## config.mk

```make
export PLATFORM = sky130hd
export DESIGN_NAME = seg_scan_ctrl
export DESIGN_NICKNAME = d
export VERILOG_FILES = /design/src/rtl/seg_scan_ctrl.sv
export SDC_FILE = /design/constraint.sdc
export NUM_CORES = 1
export LEC_CHECK = 0
export CORE_MARGIN = 3
export CORE_UTILIZATION = 40
export CTS_CLUSTER_SIZE = 10
export DETAILED_ROUTE_END_ITERATION = 10
export REMOVE_ABC_BUFFERS = 1
export SYNTH_ARGS = -nofsm -noshare
export SYNTH_HDL_FRONTEND = slang
export SYNTH_SLANG_ARGS = --single-unit
```

## constraint.sdc

```tcl
create_clock -name clk -period 7.6 [get_ports clk]
set_input_delay 1.9 -clock clk [delete_from_list [all_inputs] [get_ports clk]]
set_output_delay 1.9 -clock clk [all_outputs]
set_load 0.05 [all_outputs]
```

## src/rtl/seg_scan_ctrl.sv

```systemverilog
`default_nettype none
//------------------------------------------------------------------------------
//  Module   : seg_scan_ctrl
//  Brief    : Time-multiplexed 7-segment scan controller. Walks a latched
//             multi-digit BCD value one digit at a time with a guard gap,
//             leading-zero blanking, decimal points and frame-aligned updates.
//  Revision : 1.0  initial release
//------------------------------------------------------------------------------
module seg_scan_ctrl #(
   parameter int NUM_DIGITS = 4,
   parameter int CLK_DIV    = 100000,
   parameter int GUARD_CYC  = 2,
   parameter int BLANK_LZ   = 1
) (
   input  logic                    clk,
   input  logic                    rst,
   input  logic [4*NUM_DIGITS-1:0] din,
   input  logic [NUM_DIGITS-1:0]   dp_en,
   input  logic                    load,
   output logic                    pending,
   output logic [3:0]              digit_code,
   output logic [NUM_DIGITS-1:0]   an,
   output logic                    dp_n,
   output logic                    blank,
   output logic                    err,
   output logic                    frame_done
);

   localparam int c_CNT_MAX = (CLK_DIV > GUARD_CYC) ? CLK_DIV : GUARD_CYC;
   localparam int c_CNT_W   = (c_CNT_MAX > 1) ? $clog2(c_CNT_MAX) : 1;
   localparam int c_IDX_W   = (NUM_DIGITS > 1) ? $clog2(NUM_DIGITS) : 1;

   localparam logic [c_CNT_W-1:0]    c_SHOW_LAST  = c_CNT_W'(CLK_DIV - 1);
   localparam logic [c_CNT_W-1:0]    c_GUARD_LAST = c_CNT_W'(GUARD_CYC - 1);
   localparam logic [c_IDX_W-1:0]    c_IDX_LAST   = c_IDX_W'(NUM_DIGITS - 1);
   localparam logic [NUM_DIGITS-1:0] c_ALL_OFF    = {NUM_DIGITS{1'b1}};
   // A zero shadow still blanks every digit above digit 0 when LZ blanking is on
   localparam logic [NUM_DIGITS-1:0] c_ZERO_MASK  =
      (BLANK_LZ != 0) ? ~NUM_DIGITS'(1) : {NUM_DIGITS{1'b0}};

   typedef enum logic [0:0] {
      ST_GUARD = 1'b0,
      ST_SHOW  = 1'b1
   } state_t;

   state_t                  r_state, w_state_nx;
   logic [c_CNT_W-1:0]      r_cnt, w_cnt_nx;
   logic [c_IDX_W-1:0]      r_idx, w_idx_nx;
   logic                    w_wrap;

   logic [4*NUM_DIGITS-1:0] r_pend_val, r_shd_val;
   logic [NUM_DIGITS-1:0]   r_pend_dp, r_shd_dp, r_shd_blank;
   logic [NUM_DIGITS-1:0]   w_mask;
   logic                    w_err_nx;

   // Phase state, phase counter and digit index register
   always_ff @(posedge clk or posedge rst) begin
      if (rst) begin
         r_state <= ST_GUARD;
         r_cnt   <= '0;
         r_idx   <= '0;
      end else begin
         r_state <= w_state_nx;
         r_cnt   <= w_cnt_nx;
         r_idx   <= w_idx_nx;
      end
   end

   // Next phase: GUARD for GUARD_CYC cycles, SHOW for CLK_DIV cycles, then next digit
   always_comb begin
      w_state_nx = r_state;
      w_cnt_nx   = r_cnt + 1'b1;
      w_idx_nx   = r_idx;
      w_wrap     = 1'b0;
      case (r_state)
         ST_GUARD: begin
            if (r_cnt == c_GUARD_LAST) begin
               w_state_nx = ST_SHOW;
               w_cnt_nx   = '0;
            end
         end
         ST_SHOW: begin
            if (r_cnt == c_SHOW_LAST) begin
               w_state_nx = ST_GUARD;
               w_cnt_nx   = '0;
               if (r_idx == c_IDX_LAST) begin
                  w_idx_nx = '0;
                  w_wrap   = 1'b1;
               end else begin
                  w_idx_nx = r_idx + 1'b1;
               end
            end
         end
         default: begin
            w_state_nx = ST_GUARD;
            w_cnt_nx   = '0;
            w_idx_nx   = '0;
         end
      endcase
   end

   // Blank mask of the pending value: leading zeros above the highest
   // non-zero or dp-marked digit, plus any non-BCD nibble
   always_comb begin
      logic       v_lead;
      logic [3:0] v_nib;
      w_mask   = '0;
      w_err_nx = 1'b0;
      v_lead   = 1'b1;
      v_nib    = '0;
      for (int i = NUM_DIGITS - 1; i >= 0; i--) begin
         v_nib = r_pend_val[4*i +: 4];
         if (i == 0 || v_nib != 4'd0 || r_pend_dp[i]) begin
            v_lead = 1'b0;
         end
         w_mask[i] = (v_lead && (BLANK_LZ != 0)) || (v_nib > 4'd9);
         if (v_nib > 4'd9) begin
            w_err_nx = 1'b1;
         end
      end
   end

   // Load capture into pending; pending-to-shadow transfer only on the frame wrap
   always_ff @(posedge clk or posedge rst) begin
      if (rst) begin
         r_pend_val  <= '0;
         r_pend_dp   <= '0;
         pending     <= 1'b0;
         r_shd_val   <= '0;
         r_shd_dp    <= '0;
         r_shd_blank <= c_ZERO_MASK;
         err         <= 1'b0;
      end else begin
         if (w_wrap && pending) begin
            r_shd_val   <= r_pend_val;
            r_shd_dp    <= r_pend_dp;
            r_shd_blank <= w_mask;
            err         <= w_err_nx;
            pending     <= 1'b0;
         end
         // A coincident load refills pending after the older value moved on
         if (load) begin
            r_pend_val <= din;
            r_pend_dp  <= dp_en;
            pending    <= 1'b1;
         end
      end
   end

   // Display outputs registered from the upcoming phase so they align with it
   always_ff @(posedge clk or posedge rst) begin
      if (rst) begin
         an         <= c_ALL_OFF;
         digit_code <= 4'd0;
         dp_n       <= 1'b1;
         blank      <= 1'b0;
         frame_done <= 1'b0;
      end else begin
         frame_done <= w_wrap;
         if (w_state_nx == ST_SHOW && !r_shd_blank[w_idx_nx]) begin
            an         <= ~(NUM_DIGITS'(1) << w_idx_nx);
            digit_code <= r_shd_val[{w_idx_nx, 2'b00} +: 4];
            dp_n       <= ~r_shd_dp[w_idx_nx];
            blank      <= 1'b0;
         end else if (w_state_nx == ST_SHOW) begin
            an         <= c_ALL_OFF;
            digit_code <= 4'd0;
            dp_n       <= 1'b1;
            blank      <= 1'b1;
         end else begin
            an         <= c_ALL_OFF;
            digit_code <= 4'd0;
            dp_n       <= 1'b1;
            blank      <= 1'b0;
         end
      end
   end

endmodule
`default_nettype wire
```

Word-level counts from Yosys, hierarchy flattened
Cells that the tools add are included.

storage, ports and cells
  register bits after elaboration = 77
  output and inout bits = 13
  bits of input ports = 23
  word-level logic and storage cells = 73

cells by class
  bitwise logic cells = 3
  multiplexer cells = 30
  shift-type cells = 2
  reduce and logical (&&, ||, !) cells = 13
  add/subtract/negate cells = 2
  eq/ne operators = 3
  $lt $le $gt $ge = 5

operator list
  kind                                                                           count
  17-bit 2-to-1 mux                                                              2
  17-bit case mux with 2 select lines                                            1
  1-bit 2-to-1 mux                                                               19
  17-bit by 1-bit adder with 17-bit output (second input constant)               1
  17-bit by 1-bit equality test with 1-bit output (second input constant)        1
  17-bit equality test (second input constant)                                   1
  4-bit > comparator (second input constant)                                     4
  16-bit by 5-bit indexed part select with 4-bit output                          1
  4-bit nonzero test                                                             3
  4-bit 2-to-1 mux                                                               2
  1-bit logical OR                                                               6
  2-bit 2-to-1 mux                                                               3
  1-bit binary-select mux with 2-bit select                                      2
  4-bit NOT                                                                      1
  1-bit by 2-bit << shifter with 4-bit output (first input constant)             1
  2-bit by 3-bit less-than comparator with 1-bit output (second input constant)  1
  2-bit by 1-bit adder with 2-bit output (second input constant)                 1
  2-bit equality test (second input constant)                                    1
  1-bit logical AND                                                              2
  1-bit NOT                                                                      2
  1-bit case mux with 2 select lines                                             1
  2-bit nonzero test                                                             1
  1-bit logical NOT                                                              1

Depth between registers and ports, before layout
Gate-level depths: netlist of run 1.

  depth in word-level cells = 9
  gate-level depth with buffers = 9

Worst setup path before layout of run 1
No wires, ideal clock.

  kind = input -> register
  start point = input port load
  end point = register r_pend_dp[3]
  data arrival time = 2582 ps
  slack = 4893 ps
  stages = 2
  cell sequence = clkbuf_1 > mux2_2

RTL lines
  element               RTL line  source
  from (decl)           19        input logic load,
  to (signal assigned)  144       r_pend_dp <= dp_en;
  to (decl)             52        logic [NUM_DIGITS-1:0] r_pend_dp, r_shd_dp, r_shd_blank;

No word-level cell between the ends.

Worst setup path in the final report of run 1
  start point = register an[1]
  end point = output port an[1]

RTL lines
  element                 RTL line  source
  from (decl)             22        output logic [NUM_DIGITS-1:0] an,
  from (signal assigned)  153       an <= c_ALL_OFF;
  from (signal assigned)  161       an <= ~(NUM_DIGITS'(1) << w_idx_nx);
  from (signal assigned)  166       an <= c_ALL_OFF;

No word-level cell between the ends.

==> metrics.txt, run 1 <==
WHS Endpoint err; cts hold-fix bufs 0; worst-skew pair later-pin latency roughly 350 ps; Bufs on Longest Clock Path 2; die area between 10000 and 15000 um^2; post-synth top area cell dfrtp_1; final wirelength 7400 um; Post-Synthesis Cells between 300 and 400; drt pass-1 iters 5; initial antenna violation count 0; largest net degree at the start of global routing between 70 and 80; critical path arrival between 1500 and 2000 ps; achievable frequency 0.281 GHz; status finished clean; Initial Util 0.414; max-cap viol count 0; ranking of synthesized cells by area dfrtp_1 (48%), mux2_2 (13%), dfstp_2 (5.8%), xnor2_1 (2.4%), o211ai_1 (2.3%); reg2reg start r_cnt[0]; unrepaired setup endpoints after global routing no; total power between 700 and 800 uW; Die Height between 100 and 150 um; clock root buffer clkbuf_8; H-tree depth 3; Main synth FF type dfrtp_1; skew final about 9.9 ps; Startpoint Class register; CP bufs+invs 1; CP delay by family, top buffers and inverters; syn avg cell area 11.4 um^2; Max FO, Critical Path 1; Final min period approximately 3600 ps; post_cts resized 0; Tcrit/Tclk final 0.469; Nets 380; share of post-route cells with drive strength above 1 0.214; final setup violation count 0; CP Class reg2out; via-per-instance ratio between 5 and 6; first-pass GRT wire length between 10000 and 15000 um; row cnt 34; VDD IR max slightly above 0.00009 V; CORE AREA 8760 um^2; Register-to-Register Setup Slack ~4900 ps; Final Hold Viols 0; routability cong. approximately 0.84; sequential element share of the synthesized area 0.534; Clock Sink Count just under 80; postcts setup bufs 0; via count 2550; Reg clk slew, reported paths 80 ps; All-Layer GR Usage 0.155; antenna cells 0; pwr dens 183 nW/um^2; share of the synthesized area in the top cell type 0.476; DR WL/cell around 16 um; worst hold path depth 1; Ports 36; Leak around 1.8 nW; Worst Tran Pin Value 964 ps; EDFF count, synth 0; DRC 0; Slew HR 0.357; vias in the first global route around 2500; Yosys reg bits slightly below 80; 1st-iter DRT viols 139; Worst Hold Launch err; TritonCTS Buffers 9; max-slew violation total from the final report 0; Detailed Place HPWL about 5200 um; Final ANT Viol Nets 0; die width a little over 100 um; most frequent cell after synthesis dfrtp_1; Async S/R FF share, synth 1.00; port buffer count 35; cells on worst reg2reg path 6; Tightest Hold Check Type reg2reg; gr ovfl total 0; crit path capture type output port; Post-Syn Area 3630 um^2; Worst path max stage delay between 700 and 800 ps; synth warn 0; post-synthesis cell type count 44; worst path required time 5700 ps; cells along the critical path clkdlybuf4s50_1; r2r endpoint digit_code[2]; top post-synthesis cells by count dfrtp_1 (69), mux2_2 (42), nor2_1 (19); slowest CP cell clkdlybuf4s50_1; Final TNS setup 0 ps; area delta synth->final 18.2%; CTS tree yes
[cell usage in the layout, fill, tap and decap left out, types with 9 or more instances in the layout]
| cell | n |
|---|---|
| dfrtp_1 | 69 |
| nand3_1 | 16 |
| xnor2_1 | 10 |
| nand2_1 | 15 |
| mux2_2 | 42 |
| inv_1 | 11 |
| nor3_1 | 9 |
| clkbuf_8 | 10 |
| o21ai_0 | 14 |
| clkdlybuf4s50_1 | 35 |
| nor2_1 | 19 |
| a21oi_1 | 11 |
| o211ai_1 | 11 |
[where the power goes]
group	switching [mW]	internal [mW]	total [mW]	leakage, nW
sequential	0.00846	0.420	0.429	0.968
combinational	0.0155	0.0213	0.0367	0.775
clock	0.157	0.163	0.320	0.0955
total	0.181	0.604	0.786	1.84
[cell type report]
class	instances	area, um^2
clock buffer	10	138
clock inverter	6	70.1
fill	801	4470
inverter	12	45.0
multi-input combinational	217	1600
sequential	77	1940
tap	108	135
timing repair buffer	37	365
[kinds of logic (layout without fill, tap and decap cells)]
family | Yosys count | count (layout) | share of synthesized area
xor+xnor | 15 | 15 | 0.0362
compound gates | 56 | 56 | 0.102
fa+ha+maj | 3 | 3 | 0.0103
simple gates | 99 | 99 | 0.155
flops | 77 | 77 | 0.534
buf+inv | 25 | 65 | 0.0269
mux | 44 | 44 | 0.136
[per-layer routing]
metal  vias up  wire [um]  track usage
li1       1244          -            -
met1      1249       3650        0.222
met2        48       3350        0.225
met3         9        276       0.0275
met4         0        120       0.0746
met5         -          0            0
[worst max path at each step]
stage               start        endpoint  slack [ps]  cells past startpoint
finish              an[1]           an[1]        4040                      1
global route        an[0]           an[0]        3990                      1
CTS                 an[1]           an[1]        4000                      1
detailed placement   load  r_pend_val[15]        4010                      2
global placement     load   r_pend_val[4]        4030                      2
floorplan             rst           blank        3750                      1
[per-stage QoR]
step           worst slack (ps)  instances  instance area (um^2)  utilization  hold WS (ps)
6_report                   4040        467                  4290        0.490           502
5_1_grt                    3990        467                  4290        0.490           524
4_1_cts                    4000        467                  4290        0.490           507
3_5_place_dp               4010        451                  4080        0.466           478
3_3_place_gp               4030        451                  4080        0.466           480
2_1_floorplan              3750        306                  3580            -           473
[sequential cells by signal, summed over array words and instances, names as in the netlist]
name / cells
r_cnt: 17
r_pend_val: 16
r_shd_val: 16
an: 4
digit_code: 4
r_pend_dp: 4
r_shd_blank: 4
r_shd_dp: 4
r_idx: 2
blank: 1
dp_n: 1
err: 1
frame_done: 1
pending: 1
r_state: 1
Power figures use the tool's default switching activity.
==> run 2, diff against run 1 <==
- clock period: 7.6 -> 3.1 ns (I/O delays scaled with it)
==> metrics.txt, run 2 (synthesis gave the netlist of run 1 again) <==
Initial Util 0.414 (unchanged); vias in the first global route 2577 (+3.1%); Slew HR 0.569 (+0.212); final setup violation count 0 (unchanged); critical path arrival 2850 ps (+1190 ps); Largest regs r_cnt (17), r_pend_val (16), r_shd_val (16); Final Hold Viols 0 (unchanged); worst-skew pair later-pin latency 350 ps (about the same); CTS tree yes; Register-to-Register Setup Slack 490 ps (-4420 ps); Fin Hold WS 495 ps (-6.74 ps); share of post-route cells with drive strength above 1 0.213 (-0.00119); Die Height 101 um (unchanged); die area 10200 um^2 (unchanged); P_sw 420 uW (+130%); clock power share 0.388 (-0.020); postcts setup bufs 0 (unchanged); cells along the critical path ha_1, nand4_1, or4_1, nor4b_4, o21ai_0, a311oi_1; clock root buffer clkbuf_8; CP bufs+invs 0 (-1); routability cong. 0.855 (+1.6%); most frequent cells in the layout dfrtp_1 (69), mux2_2 (42), clkdlybuf4s50_1 (35), nor2_1 (19), nand3_1 (16); FF/Latch Area 1940 um^2 (unchanged); Clock Sink Count 77 (unchanged); Fillers 808 (+0.87%); port buffer count 35 (unchanged); achievable frequency between 0.3 and 0.4 GHz; Leak 1.85 nW (+0.86%); commonest non-fill, non-tap cell in the layout dfrtp_1; CP Class reg2reg; initial antenna violation count 0 (unchanged); All-Layer GR Usage 0.160 (+0.00545); core occupancy in the finished layout 0.490 (+0.000571); CP delay by family, top simple AND/OR/NAND/NOR gates; status finished clean; Worst Tran Pin Value 646 ps (-318 ps); final wirelength 7600 um (+2.7%); Max FO, Critical Path 6 (+5); row cnt 34 (unchanged); Final TNS setup 0 ps (unchanged); cts hold-fix bufs 0 (unchanged); DRC 0 (unchanged); first-pass GRT wire length 12900 um (+3.6%); total power 1.88 mW (+140%); Ports 36 (unchanged); Detailed Place HPWL 5520 um (+5.7%); via-per-instance ratio 5.40 (-1.2%); Reg clk slew, reported paths 80 ps (about the same); gr ovfl total 0 (unchanged); VDD IR max 0.000291 V (+210%); pwr dens 437 nW/um^2 (+140%); Final Cell Area 4300 um^2 (+0.12%); Power Internal 1.46 mW (+140%); post_cts resized 0 (unchanged); area of the multi-input gates 1600 um^2 (unchanged); worst path required time 3340 ps (-2360 ps); sequential fraction of design power 0.561 (+0.015); Bufs on Longest Clock Path 2 (unchanged); CORE AREA 8760 um^2 (unchanged); antenna cells 0 (unchanged); max-cap viol count 0 (unchanged); Gate power share 0.051 (+0.004); slowest CP cell or4_1; drt pass-1 iters 4 (-1); unrepaired setup endpoints after global routing no; crit path capture type register; die width 101 um (unchanged); via count 2531 (-0.75%); Nets 382 (+0.53%); Sw Share 0.224 (-0.00680); Tightest Hold Check Type reg2reg; Worst path max stage delay 780 ps (about the same); largest net degree at the start of global routing 42 (-46%); Tcrit/Tclk final 0.842; max-slew violation total from the final report 0 (unchanged); H-tree depth 3 (unchanged); Final ANT Viol Nets 0 (unchanged); TritonCTS Buffers 9 (unchanged); Biggest register r_cnt; Startpoint Class register; 1st-iter DRT viols 115 (-17%); DR WL/cell 16.2 um (+2.3%); skew final 10.8 ps (+0.867 ps); Cell Area, Placed 4110 um^2 (+0.67%); Final min period approximately 2600 ps; area delta synth->final 18.4%; number of flip-flops in the largest register 17 (unchanged)
==> run 2: cell types whose count changed in the layout (fill, tap and decap cells not counted), sizes merged <==
cell | before | now
buf | 2 | 4
clkbuf | 10 | 11
clkinv | 0 | 4
clkinvlp | 3 | 0
inv | 14 | 12
==> run 2: stage by stage <==
stage          std cells  setup slack, ps
6_report             469              491
5_1_grt              469              248
4_1_cts              469              472
3_5_place_dp         453              483
3_3_place_gp         453              606
2_1_floorplan        306             97.6
==> run 2: layer usage <==
layer	vias up	part of all wire	GRT usage
li1	1243	-	-
met1	1239	0.48	0.223
met2	37	0.47	0.246
met3	12	0.033	0.0372
met4	0	0.015	0.0552
met5	-	0	0
==> run 2: layout make-up <==
type,instances,share of cell area
Clock inverter,5,0.0125
Tap cell,108,0.0315
Clock buffer,11,0.0306
Inverter,12,0.0105
Multi-Input combinational cell,217,0.373
Sequential cell,77,0.451
Timing Repair Buffer,39,0.0915
==> run 2: worst paths after layout <==
kind	startpoint	end	depth (start not counted)
min	err	err	1
max in group asynchronous	rst	an[1]	3
max	r_cnt[0]	digit_code[2]	6
min reg2reg	err	err	1
min in group asynchronous	rst	r_shd_val[6]	2
max reg2reg	r_cnt[0]	digit_code[2]	6
==> run 2: power groups by stage <==
| stage | registers [mW] | logic [mW] | clock network (mW) |
|---|---|---|---|
| 2_1_floorplan | 1.06 | 0.0497 | 0 |
| 3_3_place_gp | 1.07 | 0.0958 | 0 |
| 3_5_place_dp | 1.07 | 0.0986 | 0 |
| 4_1_cts | 1.05 | 0.0986 | 0.751 |
| 5_1_grt | 1.06 | 0.106 | 0.792 |
| 6_report | 1.05 | 0.0948 | 0.728 |
==> run 3, diff against run 2 <==
- clock period: 3.1 -> 2.4 ns (I/O delays scaled with it)
==> metrics.txt, run 3 (synthesis gave the netlist of run 1 again) <==
share of post-route cells with drive strength above 1 0.266 (+0.0532); antenna cells 0 (unchanged); area of the multi-input gates 1620 um^2 (+1.3%); Tcrit/Tclk final 0.959 (+0.118); number of flip-flops in the largest register 17 (unchanged); commonest non-fill, non-tap cell in the layout dfrtp_1; FF/Latch Area 1940 um^2 (unchanged); Biggest register r_cnt; via-per-instance ratio 5.48 (+1.5%); worst hold path depth 1 (unchanged); cts hold-fix bufs 0 (unchanged); critical path arrival 2560 ps (-290 ps); worst setup margin 97.3 ps (-394 ps); final setup violation count 0 (unchanged); Initial Util 0.414 (unchanged); Bufs on Longest Clock Path 2 (unchanged); Final TNS setup 0 ps (unchanged); CORE AREA 8760 um^2 (unchanged); Final min period 2300 ps (-306 ps); die width 101 um (unchanged); skew final 7.40 ps (-3.35 ps); status finished clean; routability cong. 0.802 (-6.2%); Tightest Hold Check Type reg2reg; unrepaired setup endpoints after global routing yes; CP delay by family, top simple AND/OR/NAND/NOR gates; Leak 1.96 nW (+5.8%); Startpoint Class register; H-tree depth 3 (unchanged); Reg clk slew, reported paths 70 ps (about the same); Nets 400 (+4.7%); Largest regs r_cnt (17), r_pend_val (16), r_shd_val (16); Register-to-Register Setup Slack 100 ps (-390 ps); crit path capture type register; CP bufs+invs 0 (unchanged); die area 10200 um^2 (unchanged); drt pass-1 iters 4 (unchanged); placed insts 469 (+3.5%); max-slew violation total from the final report 0 (unchanged); WHS Endpoint r_shd_dp[0]; worst-skew pair later-pin latency 350 ps (about the same); achievable frequency 0.434 GHz (+13%); most frequent cells in the layout dfrtp_1 (69), mux2_2 (42), clkdlybuf4s50_1 (35), nor2_1 (19), buf_4 (19); via count 2667 (+5.4%); cell repeated most along the worst path or4_4; row cnt 34 (unchanged); initial antenna violation count 0 (unchanged); total power 2.53 mW (+35%); Final ANT Viol Nets 0 (unchanged); worst path required time 2650 ps (-690 ps); Non-Filler Instances 487 (+3.8%); All-Layer GR Usage 0.163 (+0.00290); cells on worst reg2reg path 5 (-1); Die Height 101 um (unchanged); r2r endpoint digit_code[1]; cells along the critical path or4_4, or4_4, nor4b_4, o21ai_0, a311oi_1; 1st-iter DRT viols 163 (+42%); DR WL/cell 16.0 um (-1.3%); largest net degree at the start of global routing 32 (-24%); Fillers 769 (-4.8%); Final Hold Viols 0 (unchanged); TritonCTS Buffers 9 (unchanged); reg2reg start r_cnt[11]; final wirelength 7790 um (+2.5%); DRC 0 (unchanged); VDD IR max 0.000341 V (+17%); gr ovfl total 0 (unchanged); Ports 36 (unchanged); pre-CTS setup slack 49.7 ps (-433 ps); area delta synth->final 24.0%; slowest CP cell or4_4; port buffer count 35 (unchanged); CTS tree yes; Clock Sink Count 77 (unchanged); Worst Tran Pin Value 511 ps (-136 ps); vias in the first global route 2613 (+1.4%); clock root buffer clkbuf_8; Worst path max stage delay 540 ps (-240 ps); Slew HR 0.659 (+0.0893); Worst Hold Launch r_pend_dp[0]; CP Class reg2reg; Max FO, Critical Path 5 (-1); Detailed Place HPWL 5720 um (+3.7%); max-cap viol count 0 (unchanged); first-pass GRT wire length 12900 um (+0.70%); pwr dens 561 nW/um^2 (+29%)
run 3: cell count changes in the layout (fill, tap and decap cells not counted), moves of 2 or more:
cell     previous run  this run
buf_4               3        19
buf_12              1         3
o21ai_0            14        12
o21ai_1             0         2
or4_1               5         3
or4_4               0         2
run 3: final cells by class:
cell class | instances | share of cell area
well taps | 108 | 0.0300
inverters | 12 | 0.0100
repair buffers | 57 | 0.123
flip-flops and latches | 77 | 0.431
clock inverters | 5 | 0.0167
clock buffers | 11 | 0.0292
multi-input cells | 217 | 0.361
run 3: worst register-to-register path, cell delays in order, from the launching register on:
cell	delay (ps)
dfrtp_1	380
or4_4	540
or4_4	520
nor4b_4	400
o21ai_0	140
a311oi_1	230
run 3: worst max-delay path by stage:
stage | from | endpoint | cells after the start
floorplan | r_cnt[11] | r_shd_dp[0] | 4
global placement | r_cnt[11] | digit_code[1] | 5
detailed placement | r_cnt[11] | digit_code[3] | 5
CTS | r_cnt[11] | digit_code[3] | 5
global route | r_cnt[0] | digit_code[0] | 6
finish | r_cnt[11] | digit_code[1] | 5
run 3: per-stage QoR:
step / cell area, um^2 / utilization / hold WS [ps]
after global routing: 4500 / 0.513 / 525
after CTS: 4460 / 0.509 / 515
after global placement: 4260 / 0.486 / 476
final: 4500 / 0.513 / 509
after floorplan: 3580 / - / 473
after detailed placement: 4260 / 0.486 / 496
run 3: repair_timing:
action	CTS	global route
endpoints found under the setup margin	0	11
resized for setup	0	8
buffers inserted	0	2
run 3: per-layer routing:
metal  up-vias  global-route usage  share of wire
li1       1282                   -              -
met1      1314               0.220           0.46
met2        58               0.253           0.47
met3        13              0.0351          0.047
met4         0              0.0716          0.022
met5         -                   0              0
run 3: report_power, final:
part           internal (mW)  switching [mW]  total (mW)
clock                  0.581           0.460        1.04
sequential              1.33          0.0272        1.36
combinational         0.0734          0.0525       0.126
total                   1.99           0.540        2.53
